===== src/rtl/cplx_op_sequencer.sv =====
// Single-issue command sequencer for the complex register bank and ALU.
// Accepts one command, strobes the bank reads, waits out the ALU latency,
// then issues the writeback. It only produces control strobes and never
// touches operand data.
module cplx_op_sequencer #(
  parameter int unsigned ALU_LAT  = 2,
  parameter int unsigned CNST_MAX = 8
) (
  input  logic        clock,
  input  logic        reset,
  input  logic        cmd_valid,
  output logic        cmd_ready,
  input  logic [2:0]  cmd_op,
  input  logic [3:0]  cmd_srcA,
  input  logic [3:0]  cmd_srcB,
  input  logic        cmd_cnstA,
  input  logic        cmd_cnstB,
  input  logic [3:0]  cmd_dst,
  input  logic [1:0]  cmd_wmode,
  input  logic        cmd_nowb,
  output logic [3:0]  seloutA,
  output logic [3:0]  seloutB,
  output logic        cnstA,
  output logic        cnstB,
  output logic        enrregA,
  output logic        enrregB,
  output logic [2:0]  alu_op,
  output logic        alu_start,
  output logic        regwen,
  output logic [3:0]  selwreg,
  output logic [1:0]  endwreg,
  output logic        busy,
  output logic        done,
  output logic        err,
  output logic [15:0] ops_cnt
);

  typedef enum logic [1:0] {
    IDLE,
    READ,
    EXEC,
    WRITE
  } state_t;

  localparam logic [3:0] EXEC_LOAD = 4'(ALU_LAT - 1);
  localparam logic [3:0] CNST_LIM  = 4'(CNST_MAX);

  state_t      state;
  logic [3:0]  lat_cnt;
  logic [3:0]  dst_q;
  logic [1:0]  wmode_q;
  logic        nowb_q;
  logic        err_q;
  logic        cnst_bad;

  // Out-of-range constant index on either operand, evaluated on the live command
  always_comb begin
    cnst_bad = (cmd_cnstA && (cmd_srcA > CNST_LIM)) ||
               (cmd_cnstB && (cmd_srcB > CNST_LIM));
  end

  // Handshake readiness and busy flag decoded from the state register only
  always_comb begin
    cmd_ready = (state == IDLE) && !reset;
    busy      = (state != IDLE);
  end

  // Sequencer FSM with registered strobes; strobes are loaded one edge early
  // so each one is high for exactly the cycle of the state it belongs to
  always_ff @(posedge clock) begin
    if (reset) begin
      state     <= IDLE;
      lat_cnt   <= '0;
      dst_q     <= '0;
      wmode_q   <= '0;
      nowb_q    <= 1'b0;
      err_q     <= 1'b0;
      seloutA   <= '0;
      seloutB   <= '0;
      cnstA     <= 1'b0;
      cnstB     <= 1'b0;
      enrregA   <= 1'b0;
      enrregB   <= 1'b0;
      alu_op    <= '0;
      alu_start <= 1'b0;
      regwen    <= 1'b0;
      selwreg   <= '0;
      endwreg   <= '0;
      done      <= 1'b0;
      err       <= 1'b0;
      ops_cnt   <= '0;
    end else begin
      seloutA   <= '0;
      seloutB   <= '0;
      cnstA     <= 1'b0;
      cnstB     <= 1'b0;
      enrregA   <= 1'b0;
      enrregB   <= 1'b0;
      alu_start <= 1'b0;
      regwen    <= 1'b0;
      selwreg   <= '0;
      endwreg   <= '0;
      done      <= 1'b0;
      err       <= 1'b0;
      unique case (state)
        IDLE: begin
          if (cmd_valid && cmd_ready) begin
            state   <= READ;
            alu_op  <= cmd_op;
            dst_q   <= cmd_dst;
            wmode_q <= cmd_wmode;
            nowb_q  <= cmd_nowb;
            err_q   <= cnst_bad;
            seloutA <= cmd_srcA;
            seloutB <= cmd_srcB;
            cnstA   <= cmd_cnstA;
            cnstB   <= cmd_cnstB;
            enrregA <= 1'b1;
            enrregB <= 1'b1;
          end
        end
        READ: begin
          state     <= EXEC;
          lat_cnt   <= EXEC_LOAD;
          alu_start <= 1'b1;
        end
        EXEC: begin
          if (lat_cnt == '0) begin
            state   <= WRITE;
            regwen  <= !nowb_q;
            selwreg <= nowb_q ? '0 : dst_q;
            endwreg <= nowb_q ? '0 : wmode_q;
            done    <= 1'b1;
            err     <= err_q;
            ops_cnt <= ops_cnt + 16'd1;
          end else begin
            lat_cnt <= lat_cnt - 4'd1;
          end
        end
        WRITE: begin
          state <= IDLE;
        end
        default: begin
          state <= IDLE;
        end
      endcase
    end
  end

endmodule


===== config.mk =====
export PLATFORM = sky130hd
export DESIGN_NAME = cplx_op_sequencer
export DESIGN_NICKNAME = d
export VERILOG_FILES = /design/src/rtl/cplx_op_sequencer.sv
export SDC_FILE = /design/constraint.sdc
export NUM_CORES = 1
export LEC_CHECK = 0
export ABC_AREA = 1
export BUFFER_PORTS_ARGS = -buffer_cell sky130_fd_sc_hd__buf_2
export CELL_PAD_IN_SITES_DETAIL_PLACEMENT = 1
export CELL_PAD_IN_SITES_GLOBAL_PLACEMENT = 2
export CORE_MARGIN = 3
export CORE_UTILIZATION = 25
export DETAILED_ROUTE_END_ITERATION = 12
export GPL_TIMING_DRIVEN = 0
export PLACE_DENSITY = 0.87
export REMOVE_ABC_BUFFERS = 1
export SLEW_MARGIN = 20
export SYNTH_ARGS = -nofsm -noshare
export SYNTH_HDL_FRONTEND = slang
export SYNTH_SLANG_ARGS = --single-unit

===== constraint.sdc =====
create_clock -name clock -period 1.47 [get_ports clock]
set_input_delay 0.0735 -clock clock [delete_from_list [all_inputs] [get_ports clock]]
set_output_delay 0.0735 -clock clock [all_outputs]
set_load 0.01 [all_outputs]

Yosys cells after proc, flatten, opt, wreduce, memory -nomap -nowiden:

Index checks and enable logic that the tools add are counted.

* register bits after elaboration: 54
* input port bits: 23
* output and inout bits: 43
* logic and storage cells: 61

* add/sub/neg operators: 2
* magnitude comparators: 2
* eq/ne operators: 6
* mux-type cells: 8
* bitwise gates (word level): 4
* reductions and logical operators: 20

Operator list (number)
* adder 16 x 1 -> 16 bit, second input constant: 1
* > comparator 4 bit, second input constant: 2
* one-hot mux 2 bit (4 select lines): 1
* one-hot mux 4 bit (2 select lines): 1
* AND reduction 2 bit: 4
* OR reduction 3 bit: 2
* == test 2 bit, second input constant: 2
* logical AND 1 bit: 4
* zero test 4 bit: 1
* two-way mux 2 bit: 2
* two-way mux 4 bit: 1
* != test 2 bit, second input constant: 2
* NOT 1 bit: 4
* nonzero test 2 bit: 2
* OR reduction 2 bit: 2
* OR reduction 4 bit: 1
* subtractor 4 x 1 -> 4 bit, second input constant: 1
* two-way mux 1 bit: 3
* == test 2 x 1 -> 1 bit, second input constant: 1
* zero test 1 bit: 2
* zero test 2 bit: 1
* != test 2 x 1 -> 1 bit, second input constant: 1
* logical OR 1 bit: 1

Depth between registers and ports, before layout:

Gate-level depths: netlist of the first run.

* depth after elaboration: 5
* gate-level depth with buffers: 9
* depth with buffers taken out: 9

Worst setup path before layout of the first run:

OpenSTA, ideal clock, no wires.

* kind: register -> register
* start point: register state[0]
* end point: register lat_cnt[2]
* setup time: 0.132 ns
* arrival: 1.264 ns
* data required time: 1.338 ns
* setup slack: 0.074 ns
* stages on the path, launching flop included: 8
* path buffers: 1
* period minus slack after synthesis: 1.396 ns
* path through: dfxtp_1 -> inv_1 -> ha_1 -> nand3_1 -> buf_4 -> nand2_1 -> o21ai_0 -> a21oi_1

* longest elaborated chain between the ends: 3
* elaborated cells on any way between the ends: 6
* those cells by class: eq/ne: 3; mux: 1; reduce/logical: 2

Ends and longest elaborated chain
* start, declared: RTL line 48 `state_t state;`
* start signal, assigned: RTL line 72 `state <= IDLE;`
* start signal, assigned: RTL line 108 `state <= READ;`
* start signal, assigned: RTL line 123 `state <= EXEC;`
* == test 2 bit or == test 2 x 1 -> 1 bit (tied branches): RTL line 105 `unique case (state)`
* != test 2 bit (no line) or nonzero test 2 bit (tied branches)
* AND reduction 2 bit (no line)
* end signal, assigned: RTL line 137 `lat_cnt <= lat_cnt - 4'd1;`
* end, declared: RTL line 49 `logic [3:0] lat_cnt;`

Parallel ways exist; a longest one is shown, timed or not.
A chain may end at the register's enable or synchronous reset.

Worst setup path after layout of the first run:

* start point: register state[0]
* end point: register ops_cnt[7]

* longest elaborated chain between the ends: 2

Ends and longest elaborated chain
* == test 2 bit: RTL line 105
* AND reduction 2 bit (no line)
* end signal, assigned: RTL line 135 `ops_cnt <= ops_cnt + 16'd1;`
* end, declared: RTL line 35 `output logic [15:0] ops_cnt`

No other way between the ends.

==> results of run 1 <==
stage by stage:
stage          area, sq um  util (%)  power [W]
3_3_place_gp          2603     31.05   0.002569
2_1_floorplan         2146         -   0.002285
4_1_cts               2947     35.15   0.003757
3_5_place_dp          2603     31.05   0.002606
6_report              3040     36.27   0.003816
5_1_grt               3040     36.27   0.004098
cell type report:
class	instances	share of cell area [%]
Sequential cell	54	35.93
Multi-Input combinational cell	191	32.84
Timing Repair Buffer	86	17.78
Inverter	47	6.049
Tap cell	105	4.321
Clock buffer	5	2.263
Clock inverter	3	0.8230
worst max path at each step:
stage | from | endpoint | cells after the start
floorplan | state[0] | ops_cnt[7] | 9
global route | state[0] | ops_cnt[7] | 9
finish | state[0] | ops_cnt[7] | 9
detailed placement | state[0] | ops_cnt[10] | 8
CTS | lat_cnt[0] | ops_cnt[7] | 9
global placement | state[0] | ops_cnt[7] | 9
registers in the layout, summed over array words and instances, names as in the netlist, 2 cells and up:
name,count
ops_cnt,16
dst_q,4
lat_cnt,4
seloutA,4
seloutB,4
selwreg,4
alu_op,3
endwreg,2
state,2
wmode_q,2
routing by layer:
| metal | global-route usage, % | wire length [um] |
|---|---|---|
| met3 | 3.058 | 278 |
| met4 | 2.836 | 40 |
| met1 | 15.07 | 2682 |
| met2 | 23.14 | 3157 |
| met5 | 0 | 0 |
kinds of logic (layout without fill, tap and decap cells):
kind of cell               after synthesis  count (layout)  share of synthesized area [%]
and+or+nand+nor                        146             148                          28.33
DFF                                     54              54                          49.15
adders and majority gates                6               6                          3.413
AOI/OAI and AO/OA                       37              37                          8.646
buffers and inverters                   55             141                          10.47
cells in the final DEF, fill, tap and decap left out:
master         instances
nand4_1                9
nand3_1               12
nand3_4                2
or2_2                  1
o21bai_1               2
buf_4                  6
clkinv_4               1
nand2_1               59
nor3b_1                2
dfxtp_4                2
dlygate4sd3_1         13
o21ai_1                1
clkbuf_8               5
a21oi_1               21
ha_1                   2
nor2_2                 1
ha_4                   3
nand2_2                3
and3_1                 1
buf_2                 65
o21ai_0               13
nor2_1                48
nor2_4                 4
inv_1                 41
inv_2                  4
inv_4                  1
clkinvlp_4             1
nand3b_1               1
buf_12                 2
nor3_1                 3
inv_6                  2
ha_2                   1
nand3_2                2
dfxtp_2                3
dfxtp_1               49
power groups by stage:
stage	clock (W)	sequential, W	combinational [W]
3_5_place_dp	0	0.00174	0.000862
3_3_place_gp	0	0.00173	0.000836
5_1_grt	0.000979	0.00176	0.00136
2_1_floorplan	0	0.00178	0.000503
4_1_cts	0.000932	0.00172	0.00111
6_report	0.000874	0.00174	0.00120
worst min-delay path, stage by stage:
cell and delay, ps:
buf_2 70, o21ai_0 70, a21oi_1 100
repair_timing:
item | CTS | global route
hold endpoints to repair | 13 | 0
resized for setup | 15 | 18
hold buffers | 13 | 0
setup endpoints to repair | 53 | 29
buffers inserted | 3 | 5
pin swaps | 2 | 3
gates cloned | 2 | 0
==> results_dict.tcl, run 1 <==
set metrics [dict create \
    vdd_ir_drop_max_mv 0.4137 \
    power_switching_share_pct 34.29 \
    syn_area_sq_um 2200 \
    cp_common_cell "nand2_1" \
    synth_cells 298 \
    yosysWarnings 0 \
    ys.flop_type "dfxtp_1" \
    async_reset_ff_share_pct 0 \
    cts_made_buffers 5 \
    wl_per_cell_um 12.54 \
    nets 414 \
    die_area_sq_um 9960 \
    status "finished, final reports clean" \
    drc 0 \
    cts_tree "built" \
    yosys-top-cells-area "dfxtp_1 (49%), nand2_1 (10%), nor2_1 (8.9%)" \
    placed_cells 460 \
    syn_to_final_growth_pct 38.23 \
    cts_buffer_depth 2 \
    drv_slew 0 \
    multiInputGateArea_sq_um 998.5 \
    r2r_setup_slack_ps 80 \
    rows 33 \
    min-delay-start "cmd_wmode[1]" \
    synthMostInstantiatedCell "nand2_1" \
    tightest_slew_ps 482.7 \
    via_count 2170 \
    p_int_w 0.002507 \
    synth_area_per_cell_sq_um 7.381 \
    worst_hold_slack_ps 39.03 \
    holdPathEnd "wmode_q[1]" \
    clock-sinks 54 \
    dpl.hpwl_um 4198 \
    slew_headroom_pct 67.77 \
    clkTransAtPathRegs_ps 110 \
    ys_ff_latch 54 \
    clockPowerShare_pct 22.9 \
    port_buffers 65 \
    hold_class "primary input to flop" \
    core_sq_um 8382 \
    cp.required_ps 1680 \
    post-route-period-util_pct 94.47 \
    critPathArrivalTime_ps 1600 \
    worstSetupEndpointType "flop" \
    clock_skew_ps 10.08 \
    worst_path_max_delay_cell "dfxtp_2" \
    final_layout_size_suffix_gt1_share_pct 28.24 \
    cpPeakStageDelay_ps 360 \
    grt_pass1_wl_um 10460 \
    die_w_um 99.80 \
    synthTopCellsByCount "nand2_1 (61), dfxtp_1 (54), nor2_1 (52), inv_1 (45), a21oi_1 (21)" \
    dieHeight_um 99.80 \
    track_usage_pct 12.72 \
    num_antenna_cells 0 \
    path_delay_family "simple AND/OR/NAND/NOR gates" \
    dp_slack_ps -576.6 \
    synth_cell_types 25 \
    synth_edf_count 0 \
    grt_max_degree 26 \
    reg2reg_to "ops_cnt[7]" \
    crit_buf_inv 2 \
    hold_violations 0 \
    finalSetupTns_ps 0 \
    yosysSeqAreaShare_pct 49.15 \
    hold_path_depth 3 \
    gp_congestion 0.6763 \
    ant_nets 0 \
    root_buffer "clkbuf_8" \
    rsz0062_at_grt "yes" \
    overflow 0 \
    first_pass_iters 4 \
    reg2regPathDepth 9 \
    path_cells "inv_4 -> ha_4 -> nand3_4 -> inv_6 -> nand2_1 -> nor2_1 -> nand2_1 -> nand2_1 -> nor2_1" \
    pwr-share-comb_pct 31.6 \
    cap_violations 0 \
    worstReg2RegStart "state[0]" \
    startpoint_type "flop" \
    synth_top_area_share_pct 49.15 \
    post-route-min-period_ps 1389 \
    io_pins 66 \
    routed_via_density 4.420 \
    antenna_found_initial 0 \
    fmax_mhz 720.1 \
    p_leak_nw 1.394 \
    synth_top_area_cell "dfxtp_1" \
    switchingPower_w 0.001309 \
    htree_levels 2 \
    area.sequential_sq_um 1092 \
    clk_latency_ps 310 \
    power_frac_seq_pct 45.6 \
    criticalPathCategory "flop to flop" \
    crit_fanout 6 \
    grt_pass1_vias 2270 \
    setup_viol 0 \
    start_util_pct 26.24 \
    fin_cells 491 \
    p_per_area_nw_per_um2 1255 \
    wl_um 6159 \
    fillers 1028 \
    finalWorstSetupSlack_ps 81.27 \
    drt_iter0_markers 25 \
]
Power figures use the tool's default switching activity.
==> run 2: changes to the inputs <==
- ABC_AREA: 1 -> default
- CORE_UTILIZATION: 25 -> 27
==> run 2 against run 1 <==
The run now ends with negative setup slack left. Synthesized cell count is 26% lower. Via count is 11% lower. Final area is 5.8% higher. Fmax is 11% lower. Clock power is 5.4% lower. Critical endpoint is now lat_cnt[1]. Largest power group is now combinational cells.
==> results_dict.tcl, run 2 <==
set metrics [dict create \
    reg2regPathDepth 6 \
    synthMostInstantiatedCell "dfxtp_1" \
    grt_pass1_wl_um 8970 \
    rows 31 \
    die_w_um 94.55 \
    nets 351 \
    dieHeight_um 94.55 \
    post-route-min-period_ps 1569 \
    reg2reg_to "lat_cnt[1]" \
    track_usage_pct 12.70 \
    syn_area_sq_um 2117 \
    setup_viol 11 \
    grtUsageMet1_pct 14.17 \
    first_pass_iters 4 \
    port_buffers 65 \
    min-delay-start "cmd_cnstA" \
    worstReg2RegStart "lat_cnt[1]" \
    cap_violations 0 \
    overflow 0 \
    status "finished with violations" \
    rsz0062_at_grt "yes" \
    place_area_sq_um 2496 \
    holdPathEnd "cnstA" \
    fillers 890 \
    criticalPathCategory "flop to flop" \
    grt_pass1_vias 1931 \
    worst_hold_slack_ps 43.29 \
    drc 0 \
    dp_slack_ps -841.3 \
    cp.required_ps 1710 \
    start_util_pct 28.43 \
    drv_slew 0 \
    antenna_found_initial 0 \
    p_int_w 0.003043 \
    num_antenna_cells 0 \
    async_reset_ff_share_pct 0 \
    crit_fanout 5 \
    slew_headroom_pct 50.93 \
    critPathArrivalTime_ps 1800 \
    ys_ff_latch 54 \
    synth_top_area_share_pct 51.06 \
    cts_made_buffers 5 \
    fin_area_sq_um 3217 \
    syn_to_final_growth_pct 51.95 \
    power_switching_share_pct 32.49 \
    hold_class "primary input to flop" \
    violations "negative setup slack" \
    htree_levels 2 \
    p_per_area_nw_per_um2 1401 \
    synth_area_per_cell_sq_um 9.579 \
    yosysSeqAreaShare_pct 51.06 \
    wl_um 5916 \
    met3_usage_pct 3.187 \
    routed_via_density 4.573 \
    post-route-period-util_pct 106.7 \
    top_register "ops_cnt" \
    hold_violations 0 \
    tightest_slew_ps 736.0 \
    power_frac_seq_pct 39.3 \
    ys.flop_type "dfxtp_1" \
    vdd_ir_drop_max_mv 0.8170 \
    ant_nets 0 \
    switchingPower_w 0.001465 \
    io_pins 66 \
    core_sq_um 7447 \
    cts_buffer_depth 2 \
    clk_latency_ps 300 \
    hold_path_depth 2 \
    dpl.hpwl_um 3618 \
    drt_iter0_markers 20 \
    final_layout_size_suffix_gt1_share_pct 49.54 \
    yosysWarnings 0 \
    synth_top_area_cell "dfxtp_1" \
    pwr-share-comb_pct 42.3 \
    synth_cells 221 \
    fmax_mhz 637.5 \
    grt.busiest_layer "met2" \
    grt_max_degree 39 \
    clock_skew_ps 6.048 \
    final_common_cell "buf_2" \
    r2r_setup_slack_ps -100 \
    largest_reg_flops 16 \
    wl_per_cell_um 14.02 \
    via_count 1930 \
    synth_cell_types 39 \
    root_buffer "clkbuf_8" \
    startpoint_type "flop" \
    p_leak_nw 1.397 \
    final_cell_mix "buf_2 (64), dfxtp_1 (47), buf_4 (18)" \
    clockPowerShare_pct 18.4 \
    total_power_w 0.004507 \
    worstSetupEndpointType "flop" \
    met2_usage_pct 23.70 \
    gp_congestion 0.7336 \
    yosys-top-cells-area "dfxtp_1 (51%), and3_1 (4.4%), ha_1 (3.5%)" \
    clkTransAtPathRegs_ps 90 \
    clock-sinks 54 \
    die_area_sq_um 8940 \
    synthTopCellsByCount "dfxtp_1 (54), nand2_1 (17), nor2_1 (17), and3_1 (15), o21ai_0 (12)" \
    synth_edf_count 0 \
    finalWorstSetupSlack_ps -98.66 \
    cts_tree "built" \
]
## run 2: cell types whose count changed after synthesis, sizes merged, moves of 4 or more
| cell | before | now |
|---|---|---|
| or3 | 0 | 4 |
| nand2 | 62 | 17 |
| nor2 | 53 | 17 |
| and3 | 1 | 16 |
| nand3 | 14 | 8 |
| xnor2 | 0 | 5 |
| a21oi | 21 | 6 |
| clkbuf | 2 | 7 |
| nand4 | 9 | 4 |
| nand2b | 0 | 10 |
| nor2b | 0 | 4 |
| xor2 | 0 | 6 |
| inv | 47 | 6 |
| and2 | 0 | 9 |
## run 2: stage by stage
stage	util, %	std cells	TNS [ps]
after floorplan	-	210	-4773
after global placement	33.52	374	-15440
after detailed placement	33.52	374	-16840
after CTS	39.53	408	-418.0
after global routing	43.20	422	-2735
final	43.20	422	-615.0
## run 2: cell type report
| cell class | count | area, sq um | share of cell area (%) |
|---|---|---|---|
| Inverter | 6 | 22.52 | 0.7001 |
| Timing Repair Buffer | 103 | 686.9 | 21.35 |
| Clock buffer | 6 | 72.57 | 2.256 |
| Tap cell | 99 | 123.9 | 3.851 |
| Clock inverter | 2 | 13.76 | 0.4278 |
| Sequential cell | 54 | 1090 | 33.88 |
| Multi-Input combinational cell | 152 | 1207 | 37.53 |
## run 2: layer usage
layer | part of all wire, % | routed length [um] | vias up
met5 | 0 | 0 | -
met2 | 53 | 3106 | 41
met1 | 43 | 2516 | 925
met4 | 0.83 | 49 | 0
met3 | 4.1 | 244 | 5
li1 | - | - | 959
## run 2: logic make-up (layout without fill, tap and decap cells)
group / Yosys count / after routing / synth area share (%)
AOI/OAI and AO/OA: 28 / 28 / 8.038
xor gates and xnor gates: 11 / 11 / 4.551
adders and majority gates: 6 / 6 / 3.546
buffers and inverters: 17 / 117 / 4.373
DFF: 54 / 54 / 51.06
muxes: 2 / 2 / 1.005
and+or+nand+nor: 103 / 105 / 27.42
## run 2: power by group through the flow
stage,Clock [W],Sequential (W),Combinational (W)
5_1_grt,0.000920,0.00180,0.00209
3_3_place_gp,0,0.00178,0.000966
2_1_floorplan,0,0.00182,0.000608
6_report,0.000827,0.00177,0.00191
3_5_place_dp,0,0.00179,0.000992
4_1_cts,0.000863,0.00177,0.00153
## run 2: how the worst max path moves through the flow
| stage | cells after the start | start | end |
|---|---|---|---|
| 6_report | 6 | lat_cnt[1] | lat_cnt[1] |
| 5_1_grt | 6 | state[0] | ops_cnt[15] |
| 4_1_cts | 6 | lat_cnt[1] | ops_cnt[15] |
| 3_5_place_dp | 6 | state[1] | err_q |
| 3_3_place_gp | 6 | state[0] | err_q |
| 2_1_floorplan | 6 | state[0] | err_q |
## run 2: worst max-delay path: stages, from the launching register on
cell     delay, ps
dfxtp_2        340
inv_2           70
ha_4           150
or3b_4         430
and2_4         170
o31a_1         270
nor2_1          70
## run 2: timing repair
action | in CTS | in global routing
setup endpoints to repair | 43 | 32
setup buffers | 14 | 14
gates cloned | 1 | 1
endpoints found under the hold margin | 11 | 0
pin swaps | 14 | 16
hold buffers | 11 | 0
resized for setup | 39 | 47
